--- config.mk ---
export PLATFORM = sky130hd
export DESIGN_NAME = vec_lsu_flat
export DESIGN_NICKNAME = d
export VERILOG_FILES = /design/src/rtl/vec_lsu_pkg.sv /design/src/rtl/vec_lsu_if.sv /design/src/rtl/vec_lsu_beat_ctr.sv /design/src/rtl/vec_lsu.sv /design/src/flat_wrapper.sv
export SDC_FILE = /design/constraint.sdc
export NUM_CORES = 1
export LEC_CHECK = 0
export ABC_AREA = 1
export CORE_AREA = 2 2 419 421
export DETAILED_ROUTE_END_ITERATION = 6
export DIE_AREA = 0 0 421 423
export GPL_TIMING_DRIVEN = 1
export PLACE_DENSITY = 0.45
export REMOVE_ABC_BUFFERS = 1
export SETUP_SLACK_MARGIN = 0.02
export SLEW_MARGIN = 20
export SYNTH_ARGS = -nofsm -noshare
export SYNTH_HDL_FRONTEND = slang
export SYNTH_SLANG_ARGS = --single-unit
--- constraint.sdc ---
create_clock -name clk -period 1.8 [get_ports clk]
set_clock_uncertainty 0.2 [all_clocks]
set_input_delay 0.54 -clock clk [delete_from_list [all_inputs] [get_ports clk]]
set_output_delay 0.54 -clock clk [all_outputs]
set_load 0.005 [all_outputs]
--- src/rtl/vec_lsu_pkg.sv ---
// vec_pkg: vector memory constants, vector type and LSU state encoding
// shared by the LSU, mem_control and the vector register file.
package vec_pkg;
  localparam int ADDR_W = 18;
  localparam int LANES = 16;
  localparam int LANE_W = 16;
  localparam int RD_LAT = 2;
  localparam int LEN_W = 3;
  localparam int CNT_W = LEN_W + 1;
  typedef logic [LANES-1:0][LANE_W-1:0] vec_t;
  typedef enum logic [1:0] {IDLE, ISSUE, WAIT, RESP} lsu_state_t;
endpackage

--- src/rtl/vec_lsu_if.sv ---
// vec_lsu_if: request, memory and response signals of the vector LSU;
// slave is the LSU view, master is the execute/memory environment view.
interface vec_lsu_if;
  import vec_pkg::*;
  logic req_valid, req_ready, req_we;
  logic [ADDR_W-1:0] req_addr;
  logic [LEN_W-1:0] req_len;
  vec_t req_wdata;
  vec_t mem_data, mem_q;
  logic [ADDR_W-1:0] mem_address;
  logic mem_wren;
  logic resp_valid, resp_ready, resp_last, busy;
  vec_t resp_data;
  modport slave (
    input req_valid, req_we, req_addr, req_len, req_wdata, mem_q, resp_ready,
    output req_ready, mem_data, mem_address, mem_wren, resp_valid, resp_data, resp_last, busy
  );
  modport master (
    output req_valid, req_we, req_addr, req_len, req_wdata, mem_q, resp_ready,
    input req_ready, mem_data, mem_address, mem_wren, resp_valid, resp_data, resp_last, busy
  );
endinterface

--- src/rtl/vec_lsu_beat_ctr.sv ---
// lsu_beat_ctr: loadable down-counter with zero/one flags.
module lsu_beat_ctr #(
  parameter int W = 4
) (
  input  logic         clk,
  input  logic         rst_n,
  input  logic         load_i,
  input  logic         dec_i,
  input  logic [W-1:0] val_i,
  output logic         zero_o,
  output logic         one_o
);
  logic [W-1:0] cnt_q, cnt_d;
  always_comb cnt_d = load_i ? val_i : dec_i ? cnt_q - 1'b1 : cnt_q;
  always_ff @(posedge clk or negedge rst_n)
    if (!rst_n) cnt_q <= '0;
    else cnt_q <= cnt_d;
  assign zero_o = cnt_q == '0;
  assign one_o = cnt_q == W'(1);
endmodule

--- src/rtl/vec_lsu.sv ---
// vec_lsu: vector load/store unit in front of mem_control; single-vector
// stores, 1-8 beat load bursts returned over a valid/ready response port.
module vec_lsu
  import vec_pkg::*;
(
  input logic       clk,
  input logic       rst_n,
  vec_lsu_if.slave  bus
);
  lsu_state_t state_q, state_d;
  logic init_q, we_q, we_d, rvalid_q, rvalid_d, rlast_q, rlast_d;
  logic [ADDR_W-1:0] addr_q, addr_d;
  vec_t wdata_q, wdata_d, rdata_q, rdata_d;
  logic acc, beat_one, lat_zero, beat_zero_unused, lat_one_unused;
  logic [CNT_W-1:0] beat_val;
  assign bus.req_ready = state_q == IDLE && init_q;
  assign acc = bus.req_valid && bus.req_ready;
  assign bus.busy = state_q != IDLE;
  assign bus.mem_wren = state_q == ISSUE && we_q;
  assign bus.mem_address = addr_q;
  assign bus.mem_data = wdata_q;
  assign bus.resp_valid = rvalid_q;
  assign bus.resp_data = rdata_q;
  assign bus.resp_last = rlast_q;
  assign beat_val = bus.req_we ? CNT_W'(1) : {1'b0, bus.req_len} + 1'b1;
  lsu_beat_ctr #(.W(CNT_W)) u_beats (
    .clk(clk), .rst_n(rst_n), .load_i(acc),
    .dec_i(state_q == RESP && bus.resp_ready), .val_i(beat_val),
    .zero_o(beat_zero_unused), .one_o(beat_one)
  );
  lsu_beat_ctr #(.W(CNT_W)) u_lat (
    .clk(clk), .rst_n(rst_n), .load_i(state_q == ISSUE),
    .dec_i(state_q == WAIT && !lat_zero), .val_i(CNT_W'(RD_LAT - 1)),
    .zero_o(lat_zero), .one_o(lat_one_unused)
  );
  always_comb begin
    state_d = state_q;
    addr_d = addr_q;
    wdata_d = wdata_q;
    we_d = we_q;
    rdata_d = rdata_q;
    rvalid_d = rvalid_q;
    rlast_d = rlast_q;
    case (state_q)
      IDLE: if (acc) begin
        addr_d = bus.req_addr;
        wdata_d = bus.req_wdata;
        we_d = bus.req_we;
        state_d = ISSUE;
      end
      ISSUE: state_d = we_q ? IDLE : WAIT;
      WAIT: if (lat_zero) begin
        rdata_d = bus.mem_q;
        rvalid_d = 1'b1;
        rlast_d = beat_one;
        state_d = RESP;
      end
      RESP: if (bus.resp_ready) begin
        rvalid_d = 1'b0;
        rlast_d = 1'b0;
        state_d = beat_one ? IDLE : ISSUE;
        addr_d = beat_one ? addr_q : addr_q + 1'b1;
      end
      default: state_d = IDLE;
    endcase
  end
  always_ff @(posedge clk or negedge rst_n)
    if (!rst_n) begin
      state_q <= IDLE;
      init_q <= 1'b0;
      we_q <= 1'b0;
      addr_q <= '0;
      wdata_q <= '0;
      rdata_q <= '0;
      rvalid_q <= 1'b0;
      rlast_q <= 1'b0;
    end else begin
      state_q <= state_d;
      init_q <= 1'b1;
      we_q <= we_d;
      addr_q <= addr_d;
      wdata_q <= wdata_d;
      rdata_q <= rdata_d;
      rvalid_q <= rvalid_d;
      rlast_q <= rlast_d;
    end
endmodule

--- src/flat_wrapper.sv ---
// flat-port wrapper written by rule: the top's interface ports become plain ports
module vec_lsu_flat import vec_pkg::*;
  (clk, rst_n, bus_req_valid, bus_req_we, bus_req_addr, bus_req_len, bus_req_wdata, bus_mem_q, bus_resp_ready, bus_req_ready, bus_mem_data, bus_mem_address, bus_mem_wren, bus_resp_valid, bus_resp_data, bus_resp_last, bus_busy);
  vec_lsu_if bus_i ();
  input logic clk;
  input logic rst_n;
  input wire logic [$bits(bus_i.req_valid)-1:0] bus_req_valid;
  input wire logic [$bits(bus_i.req_we)-1:0] bus_req_we;
  input wire logic [$bits(bus_i.req_addr)-1:0] bus_req_addr;
  input wire logic [$bits(bus_i.req_len)-1:0] bus_req_len;
  input wire logic [$bits(bus_i.req_wdata)-1:0] bus_req_wdata;
  input wire logic [$bits(bus_i.mem_q)-1:0] bus_mem_q;
  input wire logic [$bits(bus_i.resp_ready)-1:0] bus_resp_ready;
  output wire logic [$bits(bus_i.req_ready)-1:0] bus_req_ready;
  output wire logic [$bits(bus_i.mem_data)-1:0] bus_mem_data;
  output wire logic [$bits(bus_i.mem_address)-1:0] bus_mem_address;
  output wire logic [$bits(bus_i.mem_wren)-1:0] bus_mem_wren;
  output wire logic [$bits(bus_i.resp_valid)-1:0] bus_resp_valid;
  output wire logic [$bits(bus_i.resp_data)-1:0] bus_resp_data;
  output wire logic [$bits(bus_i.resp_last)-1:0] bus_resp_last;
  output wire logic [$bits(bus_i.busy)-1:0] bus_busy;
  assign bus_i.req_valid = bus_req_valid;
  assign bus_i.req_we = bus_req_we;
  assign bus_i.req_addr = bus_req_addr;
  assign bus_i.req_len = bus_req_len;
  assign bus_i.req_wdata = bus_req_wdata;
  assign bus_i.mem_q = bus_mem_q;
  assign bus_i.resp_ready = bus_resp_ready;
  assign bus_req_ready = bus_i.req_ready;
  assign bus_mem_data = bus_i.mem_data;
  assign bus_mem_address = bus_i.mem_address;
  assign bus_mem_wren = bus_i.mem_wren;
  assign bus_resp_valid = bus_i.resp_valid;
  assign bus_resp_data = bus_i.resp_data;
  assign bus_resp_last = bus_i.resp_last;
  assign bus_busy = bus_i.busy;
  vec_lsu u_core (.clk(clk), .rst_n(rst_n), .bus(bus_i));
endmodule
# Yosys cells after proc, flatten, opt, wreduce, memory -nomap -nowiden
# Cells that the tools add are included.
[totals] regBits=544 inputBits=538 out_inout_bits=535 elab_cells=90
[op_classes] addsub=4 n_eq_ne=8 muxes=20 n_reduce_logical=18
[ops] op="$mux W18" n=3
[ops] op="$pmux W18 S2" n=1
[ops] op="$mux W4" n=5
[ops] op="$add A18 B1 Y18 const B" n=1
[ops] op="$reduce_bool A2 Y1" n=5
[ops] op="$mux W2" n=4
[ops] op="$pmux W2 S4" n=1
[ops] op="$sub A4 B1 Y4 const B" n=2
[ops] op="$ne A2 B2 Y1 const B" n=3
[ops] op="$reduce_and A3 Y1" n=2
[ops] op="$logic_and A1 B1 Y1" n=5
[ops] op="$add A3 B1 Y4 const B" n=1
[ops] op="$eq A2 B2 Y1 const B" n=2
[ops] op="$eq A4 B1 Y1 const B" n=1
[ops] op="$logic_not A4 Y1" n=1
[ops] op="$mux W1" n=4
[ops] op="$pmux W1 S2" n=2
[ops] op="$reduce_and A2 Y1" n=2
[ops] op="$reduce_and A4 Y1" n=1
[ops] op="$eq A2 B1 Y1 const B" n=1
[ops] op="$logic_not A2 Y1" n=1
[ops] op="$ne A2 B1 Y1 const B" n=1
[ops] op="$logic_not A1 Y1" n=1

# Logic depth before layout (Yosys ltp)
[logic_depth] ltp_word=5 depth_mapped=11 mapped_depth_nobuf=11

# Cells and area by module
# A second synthesis with hierarchy kept.
[unflattened] cells_unflattened=1961 area_unflattened_um2=21300.4
[by_module_without_submodules] module="vec_lsu" n_inst=1 cells_each=1893 area_each_um2=20792.4 seq_area_each_um2=13412.9
[by_module_without_submodules] module="lsu_beat_ctr" n_inst=2 cells_each=34 area_each_um2=254.0 seq_area_each_um2=100.1

# Worst setup path before layout
# No wires, ideal clock.
[synth_path] path_kind="register to register" from="reg u_core.u_lat.cnt_q[0]" to="reg u_core.rdata_q (netlist bit u_core.bus.resp_data[100])" setup_ps=125 arrival_time_ps=1429 required_ps=1475 slack_ps=46 stages_incl_launch_ff=9 path_buffers=2 synth_period_minus_slack_ps=1754 cell_sequence="dfrtp_1 inv_1 ha_1 nand2_1 inv_2 nand2_2 buf_6 buf_6 mux2_4"
[synth_between] elab_chain_len=2
[synth_lines] element="start: declaration" line_no="vec_lsu_beat_ctr.sv:13" rtl="logic [W-1:0] cnt_q, cnt_d;"
[synth_lines] element="start signal: assignment" line_no="vec_lsu_beat_ctr.sv:17" rtl="else cnt_q <= cnt_d;"
[synth_lines] element="$logic_not A4 Y1" line_no="vec_lsu_beat_ctr.sv:18" rtl="assign zero_o = cnt_q == '0;"
[synth_lines] element="$reduce_and A2 Y1 (no source line)"
[synth_lines] element="end signal: assignment" line_no="vec_lsu.sv:83" rtl="rdata_q <= rdata_d;"
[synth_lines] element="end: declaration" line_no="vec_lsu.sv:13" rtl="vec_t wdata_q, wdata_d, rdata_q, rdata_d;"
# Every way passes these cells.
# A chain may end at the register's enable or synchronous reset.

# Worst setup path after layout
[layout_path] from="reg u_core.state_q[0]" to="out bus_busy"
[layout_between] elab_chain_len=1
[layout_lines] element="start: declaration" line_no="vec_lsu.sv:10" rtl="lsu_state_t state_q, state_d;"
[layout_lines] element="start signal: assignment" line_no="vec_lsu.sv:78" rtl="state_q <= state_d;"
[layout_lines] element="$reduce_bool A2 Y1" line_no="vec_lsu.sv:18" rtl="assign bus.busy = state_q != IDLE;"
[layout_lines] element="end: declaration" line_no="flat_wrapper.sv:21" rtl="output wire logic [$bits(bus_i.busy)-1:0] bus_busy;"
# Every way passes these cells.

==> impl_metrics.json <==
{
  "antenna_found_initial": 20,
  "die_h_um": 423,
  "reg2reg_from": "u_core.state_q[0]",
  "fin_crit_sh_pct": 128,
  "cts_tree": "yes",
  "async_flop_share_pct": 100,
  "clk_pin_slew_ns": 0.06,
  "fin_ws_ns": -0.508,
  "htreeDepth": 3,
  "arrival_ns": 1.57,
  "synth.most_common_cell": "nand2_1",
  "area_delta_synth_final_pct": 97.7,
  "die_w_um": 421,
  "hp-class": "primary input to flop",
  "internal_power_w": 0.0482,
  "overflow": 0,
  "viasPerCell": 3.44,
  "power_frac_seq_pct": 31.9,
  "die-area_sq_um": 178000,
  "p_sw_share_pct": 35.9,
  "wl_met1_um": 55700,
  "clkSinkCount": 544,
  "hold_ws_ns": 0.173,
  "total_power_w": 0.0752,
  "grt_pass1_vias": 20300,
  "powerDensity_nw_per_um2": 1730,
  "clkPwrFrac_pct": 19.1,
  "critPathMaxFanout": 2,
  "drtPass1Iterations": 5,
  "routed_wl_um": 136000,
  "hpwl_um": 102000,
  "avgSynthCellArea_sq_um": 11.4,
  "status": "finished with violations",
  "ys_seq_area_share_pct": 61.9,
  "core-area_sq_um": 173000,
  "synth_common_cells": "nand2_1 (865), dfrtp_1 (544), mux2_4 (200), nor2_1 (50), mux2_2 (49)",
  "ys_seq_elements": 544,
  "reg2reg_depth": 12,
  "holdPathStages": 3,
  "clk_latency_ns": 0.69,
  "finalHoldViolCount": 0,
  "maxUsedRoutingLayer": "met4",
  "syn_area_sq_um": 22000,
  "ir_drop_v": 0.000788,
  "synth_adder_area_share_pct": 0.284,
  "cts_buffers": 72,
  "yosys.area.top_type": "dfrtp_1",
  "root_buffer": "clkbuf_16",
  "worstPathRequired_ns": 1.06,
  "dp.cells": 5401,
  "synth_warnings": 0,
  "r2r-end": "u_core.bus.mem_data[2]",
  "drc": 0,
  "max_freq_mhz": 433,
  "via_count": 20000,
  "synth-simple-area-share_pct": 16.5,
  "track_usage_pct": 14.1,
  "wl_met2_um": 65600,
  "grt_pass1_wl_um": 175000,
  "worstSetupStartpointType": "flop",
  "worst_setup_path_end_kind": "output pin",
  "grt_max_degree": 65,
  "syn_inst": 1932,
  "num_rows": 153,
  "routabilityCongestion": 0.909,
  "hp-start": "bus_req_wdata[177]",
  "synth_top_family_by_area": "simple AND/OR/NAND/NOR gates",
  "setup_violations": 1063,
  "synth-edff-count": 0,
  "wire_per_inst_um": 23.4,
  "start_util_pct": 12.7,
  "fin_crit_ns": 2.31,
  "nets": 3962,
  "synth-compound-area-share_pct": 0.831,
  "muxShareOfSynthArea_pct": 16.5,
  "maxSlewViolCount": 0,
  "rrSetupSlack_ns": -0.30,
  "synth.area.top_cells": "dfrtp_1 (62%), nand2_1 (15%), mux2_4 (14%)",
  "io_buffers": 1072,
  "min_to": "u_core.bus.mem_data[177]",
  "drt_iter0_markers": 1092,
  "ios": 1073,
  "fillers": 18500,
  "p_sw_w": 0.0270,
  "crit_type": "flop to output pin",
  "rsz0062_at_grt": "yes",
  "final-instance-count-excl-fill": 5804,
  "post-place-ws_ns": -0.508,
  "violations": "setup timing",
  "yosysUniqueCellTypes": 31,
  "dr_wl_met3_um": 12200,
  "drv_cap": 0,
  "power_frac_comb_pct": 49.0,
  "synth_top_area_share_pct": 61.9,
  "power_leakage_nw": 21.2,
  "ys.flop_type": "dfrtp_1",
  "clockBufferDepth": 3,
  "synth_xor_area_share_pct": 0.358,
  "ant_nets": 0,
  "layout-drive-gt1-share_pct": 50.3
}
==> worst max path at each step <==
stage / cells after the start / end / from
after CTS: 5 / bus_req_ready / flop
after detailed placement: 7 / u_core.bus.mem_data[83] / bus_req_valid
after global routing: 5 / bus_busy / flop
final: 5 / bus_busy / u_core.state_q[0]
after global placement: 10 / u_core.bus.mem_address[13] / bus_resp_ready
after floorplan: 8 / u_core.u_beats.cnt_q[3] / u_core.state_q[0]
==> registers in the layout (all words and copies together) (netlist names), named ones only <==
| signal | flops |
|---|---|
| u_core.bus.mem_address | 18 |
| u_core.bus.mem_data | 256 |
| u_core.bus.resp_data | 256 |
| u_core.bus.resp_last | 1 |
| u_core.bus.resp_valid | 1 |
| u_core.init_q | 1 |
| u_core.state_q | 1 |
| u_core.u_beats.cnt_q | 4 |
| u_core.u_lat.cnt_q | 4 |
| u_core.we_q | 1 |
==> cells in the final DEF, fill, tap and decap left out, types with 4 or more instances in the layout <==
cell type / count
clkinv_2: 9
inv_1: 33
buf_4: 249
ha_1: 4
buf_2: 355
o21ai_0: 12
mux2_2: 23
inv_6: 4
nor2_1: 36
o21ai_1: 7
clkbuf_16: 107
nand3_1: 23
diode_2: 5
nand2_2: 223
dfrtp_1: 504
clkbuf_8: 19
nand2_4: 115
xor2_1: 8
inv_2: 4
buf_8: 28
nand2_8: 13
dfrtp_2: 40
clkbuf_1: 18
nand2_1: 520
mux2_1: 5
clkinv_8: 5
buf_16: 14
nor2_4: 13
buf_12: 102
mux2_4: 228
buf_6: 176
clkdlybuf4s50_1: 536
clkinv_16: 4
nand4_1: 4
==> power by group through the flow <==
| stage | Clock, W | Sequential (W) | Combinational [W] |
|---|---|---|---|
| 6_report | 0.0144 | 0.0240 | 0.0368 |
| 5_1_grt | 0.0154 | 0.0247 | 0.0395 |
| 4_1_cts | 0.0149 | 0.0234 | 0.0330 |
| 3_5_place_dp | 0 | 0.0234 | 0.0326 |
| 3_3_place_gp | 0 | 0.0235 | 0.0325 |
| 2_1_floorplan | 0 | 0.0225 | 0.0102 |
==> kinds of logic after synthesis <==
| family | Yosys count |
|---|---|
| simple gates | 951 |
| compound gates | 33 |
| flops | 544 |
| mux | 256 |
| buf+inv | 133 |
| other cells | 1 |
| xor+xnor | 9 |
| fa+ha+maj | 5 |
==> routing by layer <==
metal  vias up  global-route usage [%]
li1       9149                       -
met1     10100                    17.0
met2       634                    23.2
met3       132                    5.86
met4         0                    3.35
met5         -                       0
==> timing repair <==
item	CTS	global route
resized for setup	2192	688
pin swaps	3	104
setup endpoints to repair	1068	1076
buffers inserted	175	38
cloned	12	50
hold buffers	1	0
endpoints found under the hold margin	472	0
==> worst max-delay path: stages (launching register included) <==
cell and delay (ns):
dfrtp_1 0.40, inv_2 0.09, buf_6 0.11, nand2_4 0.06
buf_6 0.12, buf_6 0.11
==> layout make-up <==
cell class | count | area, sq um | share of cell area, %
clock inverter | 20 | 171 | 0.394
antenna | 5 | 12.5 | 0.0288
sequential | 544 | 13700 | 31.4
timing repair buffer | 1499 | 14800 | 34.1
multi-input combinational | 1257 | 9460 | 21.8
tap | 2325 | 2910 | 6.69
timing repair inverter | 4 | 101 | 0.233
clock buffer | 109 | 2130 | 4.90
inverter | 41 | 208 | 0.478
==> stage by stage <==
step                util [%]  setup TNS, ns  area (sq um)
floorplan                  -       -2236.33         21400
CTS                     23.0        -268.73         39800
global route            25.1        -260.49         43500
finish                  25.1        -182.20         43500
detailed placement      21.4        -152.33         37100
global placement        21.4        -143.21         37100
Note: power is estimated with default switching activity, not from simulation.
